**src/rtl/uart_rx_bridge.sv**
```systemverilog
// 8N1 UART receiver feeding a small FIFO; presents bytes to a core using a
// send/send_ack handshake, with sticky overrun and framing-error flags.
module uart_rx_bridge #(
    parameter int unsigned WORD_WIDTH      = 32,
    parameter int unsigned CLKS_PER_BIT    = 868,
    parameter int unsigned FIFO_ADDR_WIDTH = 4
) (
    input  logic                  clk,
    input  logic                  reset,
    input  logic                  rx,
    output logic                  send,
    output logic [WORD_WIDTH-1:0] data,
    input  logic                  send_ack,
    input  logic                  clear_errors,
    output logic                  overrun,
    output logic                  framing_error
);

    localparam int unsigned CNT_W = $clog2(CLKS_PER_BIT);
    localparam int unsigned DEPTH = 2 ** FIFO_ADDR_WIDTH;
    localparam logic [CNT_W-1:0] CNT_HALF = CNT_W'(CLKS_PER_BIT / 2 - 1);
    localparam logic [CNT_W-1:0] CNT_LAST = CNT_W'(CLKS_PER_BIT - 1);
    localparam logic [FIFO_ADDR_WIDTH:0] CNT_FULL = (FIFO_ADDR_WIDTH + 1)'(DEPTH);

    localparam logic [2:0] S_IDLE      = 3'd0;
    localparam logic [2:0] S_START     = 3'd1;
    localparam logic [2:0] S_DATA      = 3'd2;
    localparam logic [2:0] S_STOP      = 3'd3;
    localparam logic [2:0] S_WAIT_IDLE = 3'd4;

    logic                       rx_meta_q, rx_s_q;
    logic [2:0]                 state_q, state_d;
    logic [CNT_W-1:0]           cnt_q, cnt_d;
    logic [2:0]                 idx_q, idx_d;
    logic [7:0]                 shift_q, shift_d;
    logic                       push_q, push_d;
    logic                       fe_set;
    logic                       fe_q, fe_d, ovr_q, ovr_d;
    logic [FIFO_ADDR_WIDTH-1:0] wr_ptr_q, wr_ptr_d, rd_ptr_q, rd_ptr_d;
    logic [FIFO_ADDR_WIDTH:0]   count_q, count_d;
    logic [7:0]                 mem [DEPTH];
    logic                       pop, full, do_push, drop;

    always_comb begin
        state_d = state_q;
        cnt_d   = cnt_q;
        idx_d   = idx_q;
        shift_d = shift_q;
        push_d  = 1'b0;
        fe_set  = 1'b0;
        case (state_q)
            S_IDLE: begin
                if (!rx_s_q) begin
                    state_d = S_START;
                    cnt_d   = '0;
                end
            end
            S_START: begin
                if (cnt_q == CNT_HALF) begin
                    // Mid-start-bit recheck rejects glitches shorter than half a bit.
                    state_d = rx_s_q ? S_IDLE : S_DATA;
                    cnt_d   = '0;
                    idx_d   = '0;
                end else begin
                    cnt_d = cnt_q + 1'b1;
                end
            end
            S_DATA: begin
                if (cnt_q == CNT_LAST) begin
                    cnt_d   = '0;
                    shift_d = {rx_s_q, shift_q[7:1]};
                    idx_d   = idx_q + 1'b1;
                    if (idx_q == 3'd7) state_d = S_STOP;
                end else begin
                    cnt_d = cnt_q + 1'b1;
                end
            end
            S_STOP: begin
                if (cnt_q == CNT_LAST) begin
                    cnt_d = '0;
                    if (rx_s_q) begin
                        push_d  = 1'b1;
                        state_d = S_IDLE;
                    end else begin
                        fe_set  = 1'b1;
                        state_d = S_WAIT_IDLE;
                    end
                end else begin
                    cnt_d = cnt_q + 1'b1;
                end
            end
            S_WAIT_IDLE: begin
                if (rx_s_q) state_d = S_IDLE;
            end
            default: state_d = S_IDLE;
        endcase
    end

    assign send    = (count_q != '0);
    assign pop     = send && send_ack;
    assign full    = (count_q == CNT_FULL);
    // A pop in the same cycle frees a slot, so a full FIFO can still accept.
    assign do_push = push_q && (!full || pop);
    assign drop    = push_q && full && !pop;

    always_comb begin
        wr_ptr_d = wr_ptr_q;
        rd_ptr_d = rd_ptr_q;
        count_d  = count_q;
        if (do_push) wr_ptr_d = wr_ptr_q + 1'b1;
        if (pop)     rd_ptr_d = rd_ptr_q + 1'b1;
        if (do_push && !pop)      count_d = count_q + 1'b1;
        else if (!do_push && pop) count_d = count_q - 1'b1;
        ovr_d = drop ? 1'b1 : (clear_errors ? 1'b0 : ovr_q);
        fe_d  = fe_set ? 1'b1 : (clear_errors ? 1'b0 : fe_q);
    end

    always_ff @(posedge clk or posedge reset) begin
        if (reset) begin
            rx_meta_q <= 1'b1;
            rx_s_q    <= 1'b1;
            state_q   <= S_IDLE;
            cnt_q     <= '0;
            idx_q     <= '0;
            shift_q   <= '0;
            push_q    <= 1'b0;
            fe_q      <= 1'b0;
            ovr_q     <= 1'b0;
            wr_ptr_q  <= '0;
            rd_ptr_q  <= '0;
            count_q   <= '0;
        end else begin
            rx_meta_q <= rx;
            rx_s_q    <= rx_meta_q;
            state_q   <= state_d;
            cnt_q     <= cnt_d;
            idx_q     <= idx_d;
            shift_q   <= shift_d;
            push_q    <= push_d;
            fe_q      <= fe_d;
            ovr_q     <= ovr_d;
            wr_ptr_q  <= wr_ptr_d;
            rd_ptr_q  <= rd_ptr_d;
            count_q   <= count_d;
        end
    end

    always_ff @(posedge clk) begin
        if (do_push) mem[wr_ptr_q] <= shift_q;
    end

    assign data          = send ? WORD_WIDTH'(mem[rd_ptr_q]) : '0;
    assign overrun       = ovr_q;
    assign framing_error = fe_q;

endmodule

```
**config.mk**
```make
export PLATFORM = sky130hd
export DESIGN_NAME = uart_rx_bridge
export DESIGN_NICKNAME = d
export VERILOG_FILES = /design/src/rtl/uart_rx_bridge.sv
export SDC_FILE = /design/constraint.sdc
export NUM_CORES = 1
export LEC_CHECK = 0
export CAP_MARGIN = 15
export CORE_MARGIN = 5
export CORE_UTILIZATION = 54
export CTS_CLUSTER_SIZE = 10
export DETAILED_ROUTE_END_ITERATION = 10
export GPL_ROUTABILITY_DRIVEN = 0
export PLACE_DENSITY = 0.82
export SETUP_SLACK_MARGIN = 0.05
export SLEW_MARGIN = 30
export SYNTH_ARGS = -nofsm -noshare
export SYNTH_HDL_FRONTEND = slang
export SYNTH_SLANG_ARGS = --single-unit
```
**constraint.sdc**
```tcl
create_clock -name clk -period 2.5 [get_ports clk]
set_input_delay 0.5 -clock clk [delete_from_list [all_inputs] [get_ports clk]]
set_output_delay 0.5 -clock clk [all_outputs]
set_load 0.01 [all_outputs]
```
==> results.toml <==
[status]
run_status = "finished with violations"
violations = "negative setup slack"

[worst_setup_path]
timing.critical_path.cells = "buf_6 > buf_12 > mux4_2 > mux2i_4 > o22ai_2 > buf_2"
critPathSlowestCell = "sky130_fd_sc_hd__mux4_2"
kind_of_critical_path = "flip-flop to output port"
critical_path.startpoint_type = "flip-flop"
critical_path.endpoint_type = "output port"
crit_cells = 6
crit-reg2reg-launch = "count_q[2]$_DFFE_PP0P_"
cp_top_family = "multiplexers"
max_fanout_on_critical_path = 6
required_arrival_time_at_the_worst_endpoint_ps = 2000
max_stage_delay_ps = 550
end_of_the_worst_register_to_register_path = "count_q[4]$_DFFE_PP0P_"
worstPathBufferInverterCount = 3
critical_path.endpoint = "data[4]"
r2r.worst_path.cells = 10
timing.critical_path.arrival_ps = 2110
rrSetupSlack_ps = 140
crit_path_start = "rd_ptr_q[0]$_DFFE_PP0N_"

[place]
dp.cells = 653
port-buffer-count = 15
place_area_mm2 = 0.007779
dp_hpwl_um = 8872
dpl_worst_slack_ps = -153.5

[global_route]
grt_remaining_overflow = 0
grt_start_max_net_pins = 43
wire_length_of_the_first_global_routing_pass_um = 22640
initial_antenna_violation_count = 0
grt_pass1_vias = 4190
gr-usage-all-layers_pct = 18.61

[drt]
detailedRoute.firstIterationViolations = 415
detailedRoute.firstPassIterationCount = 5
antenna_violating_nets_post_route = 0
wire_per_inst_um = 20.27
viasPerCell = 5.640
route.final.wire_length_um = 14030
num_vias = 3903
drc = 0

[cells_and_area]
layoutNonFillerInstCount = 692
layout-area-overhead-vs-synth_pct = 16.37
most_frequent_standard_cell_in_the_layout_excluding_fill_and_tap_cells = "sky130_fd_sc_hd__edfxtp_1"
drive_gt1_share_pct = 27.71
layout_common_cells = "128 x sky130_fd_sc_hd__edfxtp_1, 37 x sky130_fd_sc_hd__dfrtp_1, 32 x sky130_fd_sc_hd__mux4_2"
finish.instance_area_mm2 = 0.008486
nNetsFinal = 524
n_antenna_cell = 0

[power_and_ir_drop]
total_leakage_power_nw = 3.386
power_frac_comb_pct = 0.7
report.power.total_mw = 5.585
cellInternalPower_mw = 4.485
sw_share_pct = 19.69
clock_power_share_pct = 45.4
power_frac_seq_pct = 53.9
power.density_mw_per_mm2 = 658.1
irDropWorstVdd_v = 0.0004624
power_switching_mw = 1.100

[cts]
cts_num_sinks = 170
clock_insertion_delay_worst_skew_ps = 420
clkTransAtPathRegs_ps = 60
cts_made_buffers = 17
htree_levels = 4
clock_tree.buffer_depth = 2
tritoncts = "done"
clock_root_buffer = "sky130_fd_sc_hd__clkbuf_16"

[yosys]
syn-instance-count = 449
yosys_most_used_dff = "sky130_fd_sc_hd__edfxtp_1"
synth.avg_cell_area_um2 = 16.24
synth_top_cell_by_area = "sky130_fd_sc_hd__edfxtp_1"
async_reset_ff_share_pct = 24.71
ys_seq_elements = 170
synth_edf_count = 128
synthTopCellsByArea = "sky130_fd_sc_hd__edfxtp_1 53%, sky130_fd_sc_hd__dfrtp_1 14%, sky130_fd_sc_hd__mux4_2 9.9%"
yosys.cell_types.count = 45
synthesis.area_mm2 = 0.007292
netlist.area_leader.share_pct = 52.71
synth_warnings = 0
seq_area_frac_synth_pct = 67.16

[timing]
report.final.slew_viol_count = 0
fin_clk_skew_ps = 13.32
slew_headroom_pct = 53.77
hold_ws_ps = 363.4
post-route-worst-setup-slack_ps = -105.4
fin_crit_sh_pct = 104.2
setup_repair_after_global_routing_missed_its_margin = "yes"
layout_min_cycle_time_ps = 2605
hold_viol_final = 0
finalSetupViolCount = 8
max_clock_freq_ghz = 0.3838
worst_slew_pin_slew_ps = 693.4

[floorplan]
row_count = 42
die_y_um = 126.2
die-area_mm2 = 0.01593
design.portCount = 40
design.core.area_mm2 = 0.01324
floorplan.initialDensity_pct = 55.06
die_x_um = 126.2

[job]
drv.max_cap_violation_count = 0

[worst_hold_path]
startpoint_of_the_most_critical_hold_path = "rx_meta_q$_DFF_PP1_"
timing.hold.worst.class = "flip-flop to flip-flop"
## synthesized netlist by cell type, types with 2 or more instances
cell,instances
sky130_fd_sc_hd__a21o_1,3
sky130_fd_sc_hd__a21oi_1,6
sky130_fd_sc_hd__a311oi_1,2
sky130_fd_sc_hd__and2_1,2
sky130_fd_sc_hd__and3_1,3
sky130_fd_sc_hd__and4_1,2
sky130_fd_sc_hd__buf_1,2
sky130_fd_sc_hd__buf_2,4
sky130_fd_sc_hd__buf_4,28
sky130_fd_sc_hd__clkbuf_1,8
sky130_fd_sc_hd__dfrtp_1,40
sky130_fd_sc_hd__dfstp_2,2
sky130_fd_sc_hd__edfxtp_1,128
sky130_fd_sc_hd__ha_1,14
sky130_fd_sc_hd__inv_1,16
sky130_fd_sc_hd__mux2_2,9
sky130_fd_sc_hd__mux2i_1,20
sky130_fd_sc_hd__mux4_2,32
sky130_fd_sc_hd__nand2_1,25
sky130_fd_sc_hd__nand2b_1,5
sky130_fd_sc_hd__nand3_1,9
sky130_fd_sc_hd__nand4_1,4
sky130_fd_sc_hd__nor2_1,28
sky130_fd_sc_hd__nor3_1,8
sky130_fd_sc_hd__o21ai_0,7
sky130_fd_sc_hd__o22ai_1,10
sky130_fd_sc_hd__o2bb2ai_1,2
sky130_fd_sc_hd__xnor2_1,12
sky130_fd_sc_hd__xor2_1,2
## kinds of logic after synthesis
kind of cell / share of synthesized area, %
flip-flops: 67.16
adder cells (fa/ha/maj): 2.677
AO/OA/AOI/OAI: 3.260
XOR/XNOR: 1.682
AND/OR/NAND/NOR: 6.452
buffers and inverters: 4.496
multiplexers: 14.22
other: 0.05143
## metal layers
layer	share of wire [%]	global-route usage [%]	wire length (µm)
met1	40	25.03	5644
met2	53	31.14	7433
met3	5.7	3.895	803
met4	1.0	5.174	146
met5	0	0	0
## worst min-delay path by stage
stage	to	depth (start not counted)	slack, ps
final	rx_s_q$_DFF_PP1_	0	360
after global routing	rx_s_q$_DFF_PP1_	0	360
after CTS	rx_s_q$_DFF_PP1_	0	370
after detailed placement	rx_s_q$_DFF_PP1_	0	360
after global placement	rx_s_q$_DFF_PP1_	0	350
after floorplan	rx_s_q$_DFF_PP1_	0	350
## flip-flops by register name (all words and copies together) (netlist names)
register,flops
cnt_q,10
count_q,5
framing_error,1
idx_q,3
mem,128
overrun,1
push_q,1
rd_ptr_q,4
rx_meta_q,1
rx_s_q,1
shift_q,8
state_q,3
wr_ptr_q,4
## per-stage QoR
step                      utilization, %  TNS, ps
after floorplan                        -        0
after global routing               64.08    -1273
after global placement             58.74   -95.61
after detailed placement           58.74   -154.8
final                              64.08   -591.4
after CTS                          63.76   -620.6
## what timing repair did
item,4_1_cts,5_1_grt
pin swaps,4,3
gates resized for setup,46,7
setup buffers,5,1
setup endpoints to repair,10,10
hold buffers,0,0
gates cloned,2,0
## power by group through the flow
stage	Clock, mW	Sequential (mW)	Combinational, mW
2_1_floorplan	0	3.06	0.0559
3_3_place_gp	0	3.07	0.0390
3_5_place_dp	0	3.07	0.0400
4_1_cts	2.56	3.01	0.0399
5_1_grt	2.71	3.01	0.0457
6_report	2.54	3.01	0.0398
## cell type report
cell class	count	area (µm²)
Sequential cell	170	4901
Fill cell	925	4757
Multi-Input combinational cell	244	2222
Timing Repair Buffer	55	510.5
Clock buffer	17	425.4
Tap cell	176	220.2
Clock inverter	14	146.4
Inverter	16	60.06
Power figures use the tool's default switching activity.
==> RTL edit (same settings) <==
Change the parameter `CLKS_PER_BIT` from 868 to 1736.
--- a/src/rtl/uart_rx_bridge.sv
+++ b/src/rtl/uart_rx_bridge.sv
@@ -3,5 +3,5 @@
 module uart_rx_bridge #(
     parameter int unsigned WORD_WIDTH      = 32,
-    parameter int unsigned CLKS_PER_BIT    = 868,
+    parameter int unsigned CLKS_PER_BIT    = 1736,
     parameter int unsigned FIFO_ADDR_WIDTH = 4
 ) (
Behaviour: no difference found for any inputs over 10 cycles, from zero or initial values and one cycle with reset high; that may be too few to reach the edited logic, so the function may still have changed.
==> RTL edit against the unedited design <==
Power down 2.4%. Critical endpoint is now data[6]. Count of clock-buffer cells in the layout up 3. Worst setup slack lost 0.31 ns. Design area up 2.3%. Final cell count shrank 1.3%. Die area shrank 0.16%. Synthesized cell count is 4.7% lower. First-iteration DRC count grew 1.9%. Global-route usage is 2.5 points higher. The flow still finishes with violations (negative setup slack). Sequential cell count increased by 1. Critical path type unchanged. Worst hold slack worse by 0.0048 ns. Register-to-register slack improved by 0.02 ns. Routed wire length grew 11%. Area after synthesis fell by 0.17%.
==> RTL edit: results (changes against the unedited design) <==
Leak -> 3.59 nW (was 3.39 nW)
Max Clock Skew -> 0.00854 ns (was 0.0133 ns)
Final WL -> 15.6 mm (was 14.0 mm)
Synth top cells by count -> edfxtp_1 (128), dfrtp_1 (41), mux4_2 (40) (was edfxtp_1 (128), dfrtp_1 (40), mux4_2 (32))
Clock root buffer -> clkbuf_16 (unchanged)
Yosys Warn Count -> 0 (unchanged)
Synth async-reset ratio -> 25.1% (was 24.7%)
Syn-to-layout area delta -> 19.3% (was 16.4%)
Worst reg-to-reg path cell count -> 12 (was 10)
Fill cells -> 863 (was 925)
Crit path to -> data[6] (was data[4])
Max IR drop VDD -> 0.373 mV (was 0.462 mV)
Overall global routing resource usage -> 21.1% (was 18.6%)
Clock Tree Buf Depth -> 2 (unchanged)
Yosys cell types -> 46 (was 45)
CP peak stage delay -> 0.53 ns (was 0.55 ns)
Flop-to-flop setup slack -> 0.16 ns (was 0.14 ns)
Reg2Reg Capture Point -> count_q[4] (unchanged)
Max transition margin -> 52.0% (was 53.8%)
Global-route wire length before repair -> 24.6 mm (was 22.6 mm)
Delay-heaviest family, CP -> multiplexers (unchanged)
Failing checks -> negative setup slack (unchanged)
Run status -> finished with violations (unchanged)
Post-synthesis sequential area ratio -> 67.6% (was 67.2%)
Mapped Cells -> 428 (was 449)
Setup_tns -> -2.96 ns (was -0.591 ns)
Vias in the first global route -> 4185 (was 4190)
DP Worst Slack -> -0.308 ns (was -0.154 ns)
Clock transition at the registers of the reported paths -> 0.07 ns
Critical path's slowest cell -> mux4_2 (unchanged)
Setup WS post-layout -> -0.416 ns (was -0.105 ns)
Largest net degree at the start of global routing -> 27 (was 43)
Synth area leaders -> edfxtp_1 (53%), dfrtp_1 (14%), mux4_2 (12%) (was edfxtp_1 (53%), dfrtp_1 (14%), mux4_2 (9.9%))
Drt wl/cell -> 22.8 um (was 20.3 um)
Vias/cell -> 5.77 (was 5.64)
WHS -> 0.359 ns (was 0.363 ns)
Worst Setup SP -> rd_ptr_q[0] (unchanged)
Initial antenna violation count -> 0 (unchanged)
Area after DPL -> 8000 um2 (was 7780 um2)
Hold Crit Start -> rx_meta_q (unchanged)
RR Startpoint -> count_q[0] (was count_q[2])
First-iteration detailed-routing DRC count -> 423 (was 415)
Layout cell share with drive strength beyond 1 -> 31.0% (was 27.7%)
Layout net count -> 512 (was 524)
Switch Pwr -> 0.00114 W (was 0.00110 W)
H-tree depth -> 4 (unchanged)
Hpwl dp -> 9.39 mm (was 8.87 mm)
Largest regs -> mem (128), cnt_q (11), shift_q (8) (was mem (128), cnt_q (10), shift_q (8))
CP Max Fanout -> 7 (was 6)
Final Setup Violations -> 8 (unchanged)
Placed Instances -> 642 (was 653)
-- RTL edit: kinds of logic after synthesis --
| group | synth area share [%] |
|---|---|
| xor gates and xnor gates | 1.44 |
| other | 0.0515 |
| and+or+nand+nor | 6.88 |
| adders and majority gates | 2.34 |
| AOI/OAI and AO/OA | 3.13 |
| buffers and inverters | 4.37 |
| muxes | 14.2 |
| DFF | 67.6 |
-- RTL edit: power by group through the flow --
stage | sequential [W] | clock, W | combinational, W
after floorplan | 0.00308 | 0 | 0.0000559
after global placement | 0.00308 | 0 | 0.0000439
after detailed placement | 0.00308 | 0 | 0.0000446
after CTS | 0.00302 | 0.00240 | 0.0000452
after global routing | 0.00302 | 0.00255 | 0.0000524
final | 0.00302 | 0.00238 | 0.0000459
-- RTL edit: cell type report --
| class | instances | share of cell area (%) |
|---|---|---|
| sequential | 171 | 56.7 |
| multi-input combinational | 227 | 25.2 |
| timing repair buffer | 64 | 8.86 |
| clock buffer | 20 | 5.03 |
| tap | 176 | 2.54 |
| clock inverter | 12 | 1.04 |
| inverter | 13 | 0.620 |
-- RTL edit: metal layers --
layer / track usage (%) / wire length, um / vias to the layer above
li1: - / - / 1724
met5: 0 / 0 / -
met2: 37.0 / 8530 / 160
met1: 25.1 / 5720 / 2032
met3: 6.01 / 970 / 27
met4: 7.32 / 365 / 0
-- RTL edit: worst min-delay path by stage --
stage	end	depth (start not counted)
CTS	rx_s_q	0
finish	rx_s_q	0
global route	rx_s_q	0
detailed placement	rx_s_q	0
floorplan	rx_s_q	0
global placement	rx_s_q	0
-- RTL edit: timing repair --
action / CTS / global route
setup endpoints to repair: 10 / 10
gates cloned: 3 / 0
pin swaps: 7 / 7
buffers inserted: 6 / 3
gates resized for setup: 45 / 14
endpoints found under the hold margin: 0 / 0
